`config.mk`:
```
export PLATFORM = sky130hd
export DESIGN_NAME = instr_fetch_unit
export DESIGN_NICKNAME = d
export VERILOG_FILES = /design/src/rtl/instr_fetch_unit.sv
export SDC_FILE = /design/constraint.sdc
export NUM_CORES = 1
export LEC_CHECK = 0
export ABC_AREA = 1
export CORE_AREA = 2 2 246 248
export CTS_BUF_LIST = sky130_fd_sc_hd__clkbuf_4 sky130_fd_sc_hd__clkbuf_8
export DETAILED_ROUTE_END_ITERATION = 16
export DIE_AREA = 0 0 248 250
export GPL_TIMING_DRIVEN = 0
export SLEW_MARGIN = 20
export SYNTH_ARGS = -nofsm -noshare
export SYNTH_HDL_FRONTEND = slang
export SYNTH_SLANG_ARGS = --single-unit
```
`constraint.sdc`:
```
create_clock -name clk -period 7.01 [get_ports clk]
set_input_delay 0.701 -clock clk [delete_from_list [all_inputs] [get_ports clk]]
set_output_delay 0.701 -clock clk [all_outputs]
set_load 0.01 [all_outputs]
```
`src/rtl/instr_fetch_unit.sv`:
```
// Instruction fetch unit: credit-limited prefetch into a small in-order FIFO.
// Optional IFU_BYPASS_EN forwards a response straight to the core when the FIFO is empty.

module instr_fetch_unit #(
    parameter logic [31:0] RESET_PC = 32'h0000_0000,
    parameter int          DEPTH    = 4
) (
    input  logic        clk,
    input  logic        srst_n,
    output logic        imem_req_valid,
    output logic [31:0] imem_req_addr,
    input  logic        imem_req_ready,
    input  logic        imem_rsp_valid,
    input  logic [31:0] imem_rsp_data,
    input  logic        redirect_valid,
    input  logic [31:0] redirect_pc,
    output logic        instr_valid,
    output logic [31:0] instr,
    output logic [31:0] instr_pc,
    input  logic        instr_ready
);

    localparam int          AW    = $clog2(DEPTH);
    localparam int          CW    = AW + 1;
    localparam logic [CW:0] LIMIT = DEPTH[CW:0];

    typedef enum logic [1:0] {
        BOOT,
        FETCH,
        STALL,
        DRAIN
    } state_t;

    state_t state;
    state_t state_nxt;
    state_t redirect_state;

    logic [31:0]   fetch_pc;
    logic [31:0]   rsp_pc;
    logic [31:0]   target;
    logic [CW-1:0] outstanding;
    logic [CW-1:0] drop_cnt;
    logic [CW-1:0] drop_nxt;
    logic [CW-1:0] fifo_count;
    logic [CW:0]   credit_used;
    logic [AW-1:0] rd_ptr;
    logic [AW-1:0] wr_ptr;
    logic [31:0]   fifo_data [DEPTH];
    logic [31:0]   fifo_pc   [DEPTH];

    logic active;
    logic redirect;
    logic dropping;
    logic rsp_keep;
    logic fifo_empty;
    logic credit_ok;
    logic drain_done;
    logic req_fire;
    logic bypass;
    logic push;
    logic pop;
    logic unused_ok;

    assign unused_ok   = &{1'b0, redirect_pc[1:0]};
    assign target      = {redirect_pc[31:2], 2'b00};
    assign active      = (state != BOOT);
    assign redirect    = redirect_valid && active;
    assign dropping    = redirect || (state == DRAIN && drop_cnt != '0);
    assign rsp_keep    = imem_rsp_valid && active && !dropping;
    assign fifo_empty  = (fifo_count == '0);
    assign credit_used = {1'b0, outstanding} + {1'b0, fifo_count};
    assign credit_ok   = (credit_used < LIMIT);
    assign drop_nxt    = outstanding - CW'(imem_rsp_valid);
    assign drain_done  = (drop_cnt == '0) ||
                         (drop_cnt == CW'(1) && imem_rsp_valid);
    assign req_fire    = imem_req_valid && imem_req_ready;
    assign imem_req_addr  = fetch_pc;
    assign redirect_state = (drop_nxt != '0) ? DRAIN : FETCH;

`ifdef IFU_BYPASS_EN
    assign bypass = rsp_keep && fifo_empty;
`else
    assign bypass = 1'b0;
`endif

    assign instr_valid = !fifo_empty || bypass;
    assign instr       = bypass ? imem_rsp_data : fifo_data[rd_ptr];
    assign instr_pc    = bypass ? rsp_pc : fifo_pc[rd_ptr];

    // Redirect flushes the queue, so a same-cycle pop or push is lost.
    assign pop  = !fifo_empty && instr_ready && !redirect;
    assign push = rsp_keep && !(bypass && instr_ready);

    always_comb begin
        state_nxt      = state;
        imem_req_valid = 1'b0;
        unique case (state)
            BOOT: state_nxt = FETCH;
            FETCH: begin
                if (redirect) begin
                    state_nxt = redirect_state;
                end else if (credit_ok) begin
                    imem_req_valid = 1'b1;
                end else begin
                    state_nxt = STALL;
                end
            end
            STALL: begin
                if (redirect) begin
                    state_nxt = redirect_state;
                end else if (credit_ok) begin
                    state_nxt = FETCH;
                end
            end
            DRAIN: begin
                if (redirect) begin
                    state_nxt = redirect_state;
                end else if (drain_done) begin
                    state_nxt = FETCH;
                end
            end
            default: state_nxt = BOOT;
        endcase
    end

    always_ff @(posedge clk or negedge srst_n) begin
        if (!srst_n) begin
            state <= BOOT;
        end else begin
            state <= state_nxt;
        end
    end

    always_ff @(posedge clk or negedge srst_n) begin
        if (!srst_n) begin
            fetch_pc <= RESET_PC;
            rsp_pc   <= RESET_PC;
        end else if (redirect) begin
            fetch_pc <= target;
            rsp_pc   <= target;
        end else begin
            if (req_fire) begin
                fetch_pc <= fetch_pc + 32'd4;
            end
            if (rsp_keep) begin
                rsp_pc <= rsp_pc + 32'd4;
            end
        end
    end

    // Outstanding counts every in-flight request, dropped or not.
    always_ff @(posedge clk or negedge srst_n) begin
        if (!srst_n) begin
            outstanding <= '0;
            drop_cnt    <= '0;
        end else begin
            outstanding <= outstanding + CW'(req_fire) - CW'(imem_rsp_valid);
            if (redirect) begin
                drop_cnt <= drop_nxt;
            end else if (state == DRAIN && imem_rsp_valid && drop_cnt != '0) begin
                drop_cnt <= drop_cnt - CW'(1);
            end
        end
    end

    always_ff @(posedge clk or negedge srst_n) begin
        if (!srst_n) begin
            rd_ptr     <= '0;
            wr_ptr     <= '0;
            fifo_count <= '0;
        end else if (redirect) begin
            rd_ptr     <= '0;
            wr_ptr     <= '0;
            fifo_count <= '0;
        end else begin
            if (push) begin
                wr_ptr <= wr_ptr + AW'(1);
            end
            if (pop) begin
                rd_ptr <= rd_ptr + AW'(1);
            end
            fifo_count <= fifo_count + CW'(push) - CW'(pop);
        end
    end

    always_ff @(posedge clk) begin
        if (push) begin
            fifo_data[wr_ptr] <= imem_rsp_data;
            fifo_pc[wr_ptr]   <= rsp_pc;
        end
    end

endmodule

```
==> results of run 1 <==
==> registers in the layout, indices dropped and copies added, names as in the netlist <==
register and cells:
state 2, fifo_pc 120, imem_req_addr 30, fifo_count 3, drop_cnt 3, rsp_pc 30
fifo_data 128, outstanding 3, rd_ptr 2, wr_ptr 2
==> cells in the mapped netlist (2+ instances only) <==
| master | number | share of area |
|---|---|---|
| ha_1 | 17 | 0.015 |
| a21oi_1 | 34 | 0.012 |
| inv_2 | 7 | 0.0018 |
| nor2_1 | 304 | 0.078 |
| nand2_2 | 2 | 0.00085 |
| edfxtp_1 | 248 | 0.51 |
| xnor2_1 | 2 | 0.0012 |
| buf_6 | 3 | 0.0023 |
| nor3_2 | 2 | 0.0014 |
| nand3_2 | 2 | 0.0014 |
| or2_2 | 2 | 0.00085 |
| clkinv_1 | 2 | 0.00051 |
| buf_2 | 13 | 0.0044 |
| xor2_1 | 6 | 0.0036 |
| nor2_4 | 3 | 0.0023 |
| nand3b_1 | 6 | 0.0031 |
| nor3_1 | 2 | 0.00068 |
| nor2_2 | 5 | 0.0021 |
| nand2_1 | 286 | 0.073 |
| buf_1 | 5 | 0.0013 |
| o21ai_1 | 2 | 0.00068 |
| nand4_1 | 6 | 0.0026 |
| buf_4 | 6 | 0.0031 |
| o21ai_0 | 159 | 0.054 |
| a22oi_1 | 2 | 0.0010 |
| a31oi_1 | 8 | 0.0034 |
| inv_1 | 101 | 0.026 |
| nand3_1 | 65 | 0.022 |
| o21bai_1 | 2 | 0.0010 |
| clkbuf_1 | 37 | 0.0095 |
| dfrtp_1 | 75 | 0.13 |
| o22ai_1 | 63 | 0.027 |
| fa_1 | 2 | 0.0027 |
| o211ai_1 | 3 | 0.0015 |
==> cells by family after synthesis <==
group                      Yosys count  synth area share
and+or+nand+nor                    689             0.192
DFF                                323             0.636
AOI/OAI and AO/OA                  274             0.101
buffers and inverters              174            0.0487
adders and majority gates           19            0.0172
xor gates and xnor gates             8           0.00478
other                                1          0.000256
==> routing by layer <==
metal  wire length (µm)  part of all wire  vias to the layer above
met5                  0                 0                        -
met4               1080             0.025                        0
met3               3740             0.085                       78
met1              19400              0.44                     5585
met2              20000              0.45                      453
li1                   -                 -                     5553
==> layout make-up <==
type                       count  area [µm²]  area share
inverter                     110         413      0.0220
multi-input combinational    994        4670       0.248
clock inverter                28         307      0.0163
clock buffer                  73         917      0.0488
buffer                        64         302      0.0160
antenna                        1        2.50    0.000133
tap                          782         978      0.0521
timing repair buffer         173        1880       0.100
sequential                   323        9320       0.496
==> metrics by stage <==
step	setup WS, ps	instance area [µm²]	setup TNS (ps)
2_1_floorplan	2920	14700	0
3_3_place_gp	-55.9	17300	-3010
3_5_place_dp	3620	17600	0
4_1_cts	2940	18800	0
5_1_grt	2820	18800	0
6_report	3060	18800	0
==> critical path, cell delays in order (launching register included) <==
cell and delay, ps:
dfrtp_1 320, clkbuf_1 480, clkinv_1 580, clkbuf_1 390, o21ai_0 160, o22ai_1 140, clkdlybuf4s50_1 560
==> power by group through the flow <==
stage | Sequential, W | Clock, W | Combinational, W
floorplan | 0.00280 | 0 | 0.00140
global placement | 0.00291 | 0 | 0.00267
detailed placement | 0.00290 | 0 | 0.00276
CTS | 0.00287 | 0.00192 | 0.00277
global route | 0.00293 | 0.00200 | 0.00301
finish | 0.00288 | 0.00187 | 0.00272
==> path summary, 6_finish.rpt <==
kind | to | slack [ps] | depth (start not counted)
max | instr_pc[19] | 3060 | 6
min | imem_req_addr[21]$_DFFE_PN0P_ | 20 | 1
max reg2reg | outstanding[2]$_DFF_PN0_ | 4310 | 11
min reg2reg | outstanding[0]$_DFF_PN0_ | 510 | 1
max in group asynchronous | fifo_count[2]$_DFF_PN0_ | 6390 | 2
min in group clk | outstanding[0]$_DFF_PN0_ | 510 | 1
==> impl_metrics.env, run 1 <==
export IMPL_status="finished clean"
export IMPL_finClkSkew_ps=75.6
export IMPL_seq_power_share=0.385
export IMPL_p_comb_frac=0.364
export IMPL_final_util=0.315
export IMPL_crit_path_end_kind="primary output"
export IMPL_cts_root_buf="clkbuf_8"
export IMPL_drc=0
export IMPL_synthDistinctLibCells=40
export IMPL_finalSetupViolCount=0
export IMPL_cts_made_buffers=55
export IMPL_dr_pass1_iters=5
export IMPL_path_max_fanout=10
export IMPL_cts_hold_buffers=0
export IMPL_grt_pass1_vias=11400
export IMPL_placedCellCount=2446
export IMPL_hold_viol=0
export IMPL_h_tree_depth=2
export IMPL_layout_min_cycle_time_ps=3950
export IMPL_clock_latency_ps=690
export IMPL_final_instance_count_excl_fill=2548
export IMPL_final_cell_mix="nor2_1 (300), nand2_1 (286), edfxtp_1 (248), clkdlybuf4s50_1 (160), o21ai_0 (159)"
export IMPL_period_share=0.563
export IMPL_core_area_um2=59600
export IMPL_holdCritPathClass="in2async"
export IMPL_vias=11700
export IMPL_fill_cells=6048
export IMPL_r2r_start="outstanding[2]$_DFF_PN0_"
export IMPL_cts_tree="built"
export IMPL_wl_per_cell_um=17.3
export IMPL_use_met1=0.194
export IMPL_grt_overflow=0
export IMPL_grt_max_degree=40
export IMPL_synth_avg_cell_area_um2=9.86
export IMPL_critPathKind="reg2out"
export IMPL_fmax_mhz=253
export IMPL_die_h_um=250
export IMPL_grt_pass1_wl_um=66500
export IMPL_syn_to_final_growth_pct=28.1
export IMPL_ys_flop_type="edfxtp_1"
export IMPL_final_max_slew_violation_count=0
export IMPL_post_cts_buffers=0
export IMPL_avgViaCountPerCell=4.58
export IMPL_rows=90
export IMPL_synthArstFlopShare=0.232
export IMPL_place_hpwl_um=31500
export IMPL_start_util=0.246
export IMPL_p_per_area_nw_per_um2=398
export IMPL_clock_sinks=323
export IMPL_arrival_ps=3250
export IMPL_routed_wl_um=44200
export IMPL_grt_usage=0.141
export IMPL_p_total_w=0.00748
export IMPL_p_leak_nw=7.07
export IMPL_synth_seq_area_share=0.636
export IMPL_layout_drive_gt1_share=0.0901
export IMPL_yosysWarningCount=0
export IMPL_grt_busiest_layer="met2"
export IMPL_ir_drop_uv=225
export IMPL_crit_path_start_kind="flop"
export IMPL_layout_commonest_cell="nor2_1"
export IMPL_gp_congestion=0.912
export IMPL_path_clk_slew_ps=60
export IMPL_crit_path_start="rd_ptr[1]$_DFFE_PN0P_"
export IMPL_clockBufferDepth=3
export IMPL_io_pin_count=168
export IMPL_ys_seq_elements=323
export IMPL_met2_usage=0.222
export IMPL_slew_headroom=0.507
export IMPL_power_share_clock=0.251
export IMPL_drt_iter0_drc=981
export IMPL_antenna_found_initial=0
export IMPL_p_int_w=0.00464
export IMPL_netlist_instances=1488
export IMPL_synth_edf_count=248
export IMPL_numPortBuffers=161
export IMPL_p_sw_frac=0.379
export IMPL_die_w_um=248
export IMPL_worstMarginPinSlew_ps=737
export IMPL_rsz0062_at_grt="no"
export IMPL_cap_violations=0
export IMPL_fin_nets=1810
export IMPL_p_switching_w=0.00283
export IMPL_worstPathRequired_ps=6310
export IMPL_holdWs_ps=17.4
export IMPL_final_antenna_net_count=0
export IMPL_dieArea_um2=62000
export IMPL_grt_use_met3=0.0310
export IMPL_cts_resized=0
export IMPL_synthesis_area_um2=14700
No activity file was read; power rests on OpenSTA's default activity.
==> run 2, diff against run 1 <==
- clock period: 7.01 -> 4.01 ns (I/O delays scaled with it)
==> impl_metrics.env, run 2 (synthesis gave the netlist of run 1 again) <==
export IMPL_p_comb_frac=0.365
export IMPL_critPathSlowestCell="clkdlybuf4s50_1"
export IMPL_die_h_um=250
export IMPL_p_sw_frac=0.379
export IMPL_crit_chain="buf_2, clkinv_1, buf_2, clkbuf_1, nor2_1, o22ai_1, clkdlybuf4s50_1"
export IMPL_grt_overflow=0
export IMPL_rsz0062_at_grt="no"
export IMPL_slew_headroom=0.508
export IMPL_seq_power_share=0.385
export IMPL_final_antenna_net_count=0
export IMPL_grt_pass1_wl_um=66500
export IMPL_routed_wl_um=44200
export IMPL_cp_depth=7
export IMPL_finClkSkew_ps=74.4
export IMPL_fmax_mhz=275
export IMPL_crit_path_start_kind="flop"
export IMPL_finalSetupViolCount=0
export IMPL_layout_min_cycle_time_ps=3630
export IMPL_drt_iter0_drc=927
export IMPL_power_share_clock=0.250
export IMPL_io_pin_count=168
export IMPL_worstMarginPinSlew_ps=737
export IMPL_path_max_fanout=10
export IMPL_regMostFlops="fifo_data"
export IMPL_status="finished clean"
export IMPL_clock_sinks=323
export IMPL_largest_register_ffs=128
export IMPL_post_route_cell_area_um2=18800
export IMPL_vias=11700
export IMPL_cts_root_buf="clkbuf_8"
export IMPL_ir_drop_uv=393
export IMPL_avgViaCountPerCell=4.59
export IMPL_dr_pass1_iters=5
export IMPL_h_tree_depth=2
export IMPL_worstPathRequired_ps=3610
export IMPL_final_max_slew_violation_count=0
export IMPL_antenna_found_initial=0
export IMPL_layout_drive_gt1_share=0.0900
export IMPL_grt_usage=0.141
export IMPL_cts_resized=0
export IMPL_path_buf_inv=5
export IMPL_placedCellCount=2446
export IMPL_layout_commonest_cell="nor2_1"
export IMPL_dpl_cell_area_um2=17600
export IMPL_final_instance_count_excl_fill=2549
export IMPL_die_w_um=248
export IMPL_dieArea_um2=62000
export IMPL_start_util=0.246
export IMPL_gp_congestion=0.912
export IMPL_reg_top3="fifo_data: 128 flops, fifo_pc: 120 flops"
export IMPL_p_per_area_nw_per_um2=695
export IMPL_fin_nets=1811
export IMPL_numPortBuffers=161
export IMPL_clockBufferDepth=3
export IMPL_p_int_w=0.00811
export IMPL_drc=0
export IMPL_holdCritPathClass="in2async"
export IMPL_final_cell_mix="nor2_1 (300), nand2_1 (286), edfxtp_1 (248), clkdlybuf4s50_1 (160), o21ai_0 (159)"
export IMPL_p_leak_nw=7.07
export IMPL_hold_viol=0
export IMPL_wl_per_cell_um=17.4
export IMPL_syn_to_final_growth_pct=28.2
export IMPL_cts_tree="built"
export IMPL_cts_made_buffers=55
export IMPL_p_switching_w=0.00495
export IMPL_grt_pass1_vias=11400
export IMPL_clock_latency_ps=690
export IMPL_critPathKind="reg2out"
export IMPL_path_clk_slew_ps=60
export IMPL_worst_r2r_path_depth=11
export IMPL_crit_path_end_kind="primary output"
export IMPL_place_hpwl_um=31500
export IMPL_cpPeakStageDelay_ps=650
export IMPL_crit_family="buffers and inverters"
export IMPL_crit_top_cell="buf_2"
export IMPL_rows=90
export IMPL_core_area_um2=59600
export IMPL_cap_violations=0
export IMPL_arrival_ps=3230
export IMPL_post_cts_buffers=0
export IMPL_period_share=0.906
export IMPL_grt_max_degree=40
[run 2: changes by cell type in the layout (fill, tap and decap cells not counted), sizes merged]
cell and change:
dlygate4sd3 +1
[run 2: through the flow]
stage,hold slack [ps],setup WS [ps],power (W),util,setup TNS [ps]
2_1_floorplan,105,-9.65,0.00735,-,-2390
3_3_place_gp,487,-2760,0.00976,0.290,-684780
3_5_place_dp,419,924,0.00990,0.295,0
4_1_cts,238,244,0.0132,0.316,0
5_1_grt,278,116,0.0139,0.316,0
6_report,256,375,0.0131,0.316,0
[run 2: repair_timing]
action,4_1_cts,5_1_grt
hold buffers,1,0
setup endpoints to repair,0,0
endpoints found under the hold margin,36,0
[run 2: cell type report]
type	count	area [µm²]
Sequential cell	323	9320
Clock buffer	73	917
Buffer	64	302
Tap cell	782	978
Inverter	110	413
Clock inverter	28	307
Fill cell	6047	40800
Antenna cell	1	2.50
Multi-Input combinational cell	994	4670
Timing Repair Buffer	174	1890
[run 2: path summary, 6_finish.rpt]
path                                          startpoint                       endpoint  slack, ps
worst min register to register  outstanding[0]$_DFF_PN0_       outstanding[0]$_DFF_PN0_        510
worst max-delay path               rd_ptr[0]$_DFFE_PN0P_                   instr_pc[15]        380
max in group asynchronous                         srst_n          wr_ptr[1]$_DFFE_PN0P_       3140
worst min-delay path                              srst_n  imem_req_addr[21]$_DFFE_PN0P_        260
min in group clk                        imem_rsp_data[7]      fifo_data[3][7]$_DFFE_PP_        350
worst max register to register  outstanding[2]$_DFF_PN0_       outstanding[2]$_DFF_PN0_       1310
[run 2: metal layers]
layer / track usage / part of all wire
met1: 0.194 / 0.44
met2: 0.222 / 0.46
met3: 0.0310 / 0.083
met4: 0.0378 / 0.023
met5: 0 / 0
[run 2: power groups by stage]
stage	Clock, W	Sequential (W)	Combinational (W)
floorplan	0	0.00490	0.00245
global placement	0	0.00509	0.00467
detailed placement	0	0.00508	0.00483
CTS	0.00336	0.00502	0.00485
global route	0.00350	0.00512	0.00527
finish	0.00327	0.00503	0.00477
[run 2: worst reg2reg max path: cells and delay by family, from the launching register on]
family	cells	cell delay [ps]
fa+ha+maj	4	1220
buf+inv	1	40
simple gates	4	610
flops	1	420
xor+xnor	2	340
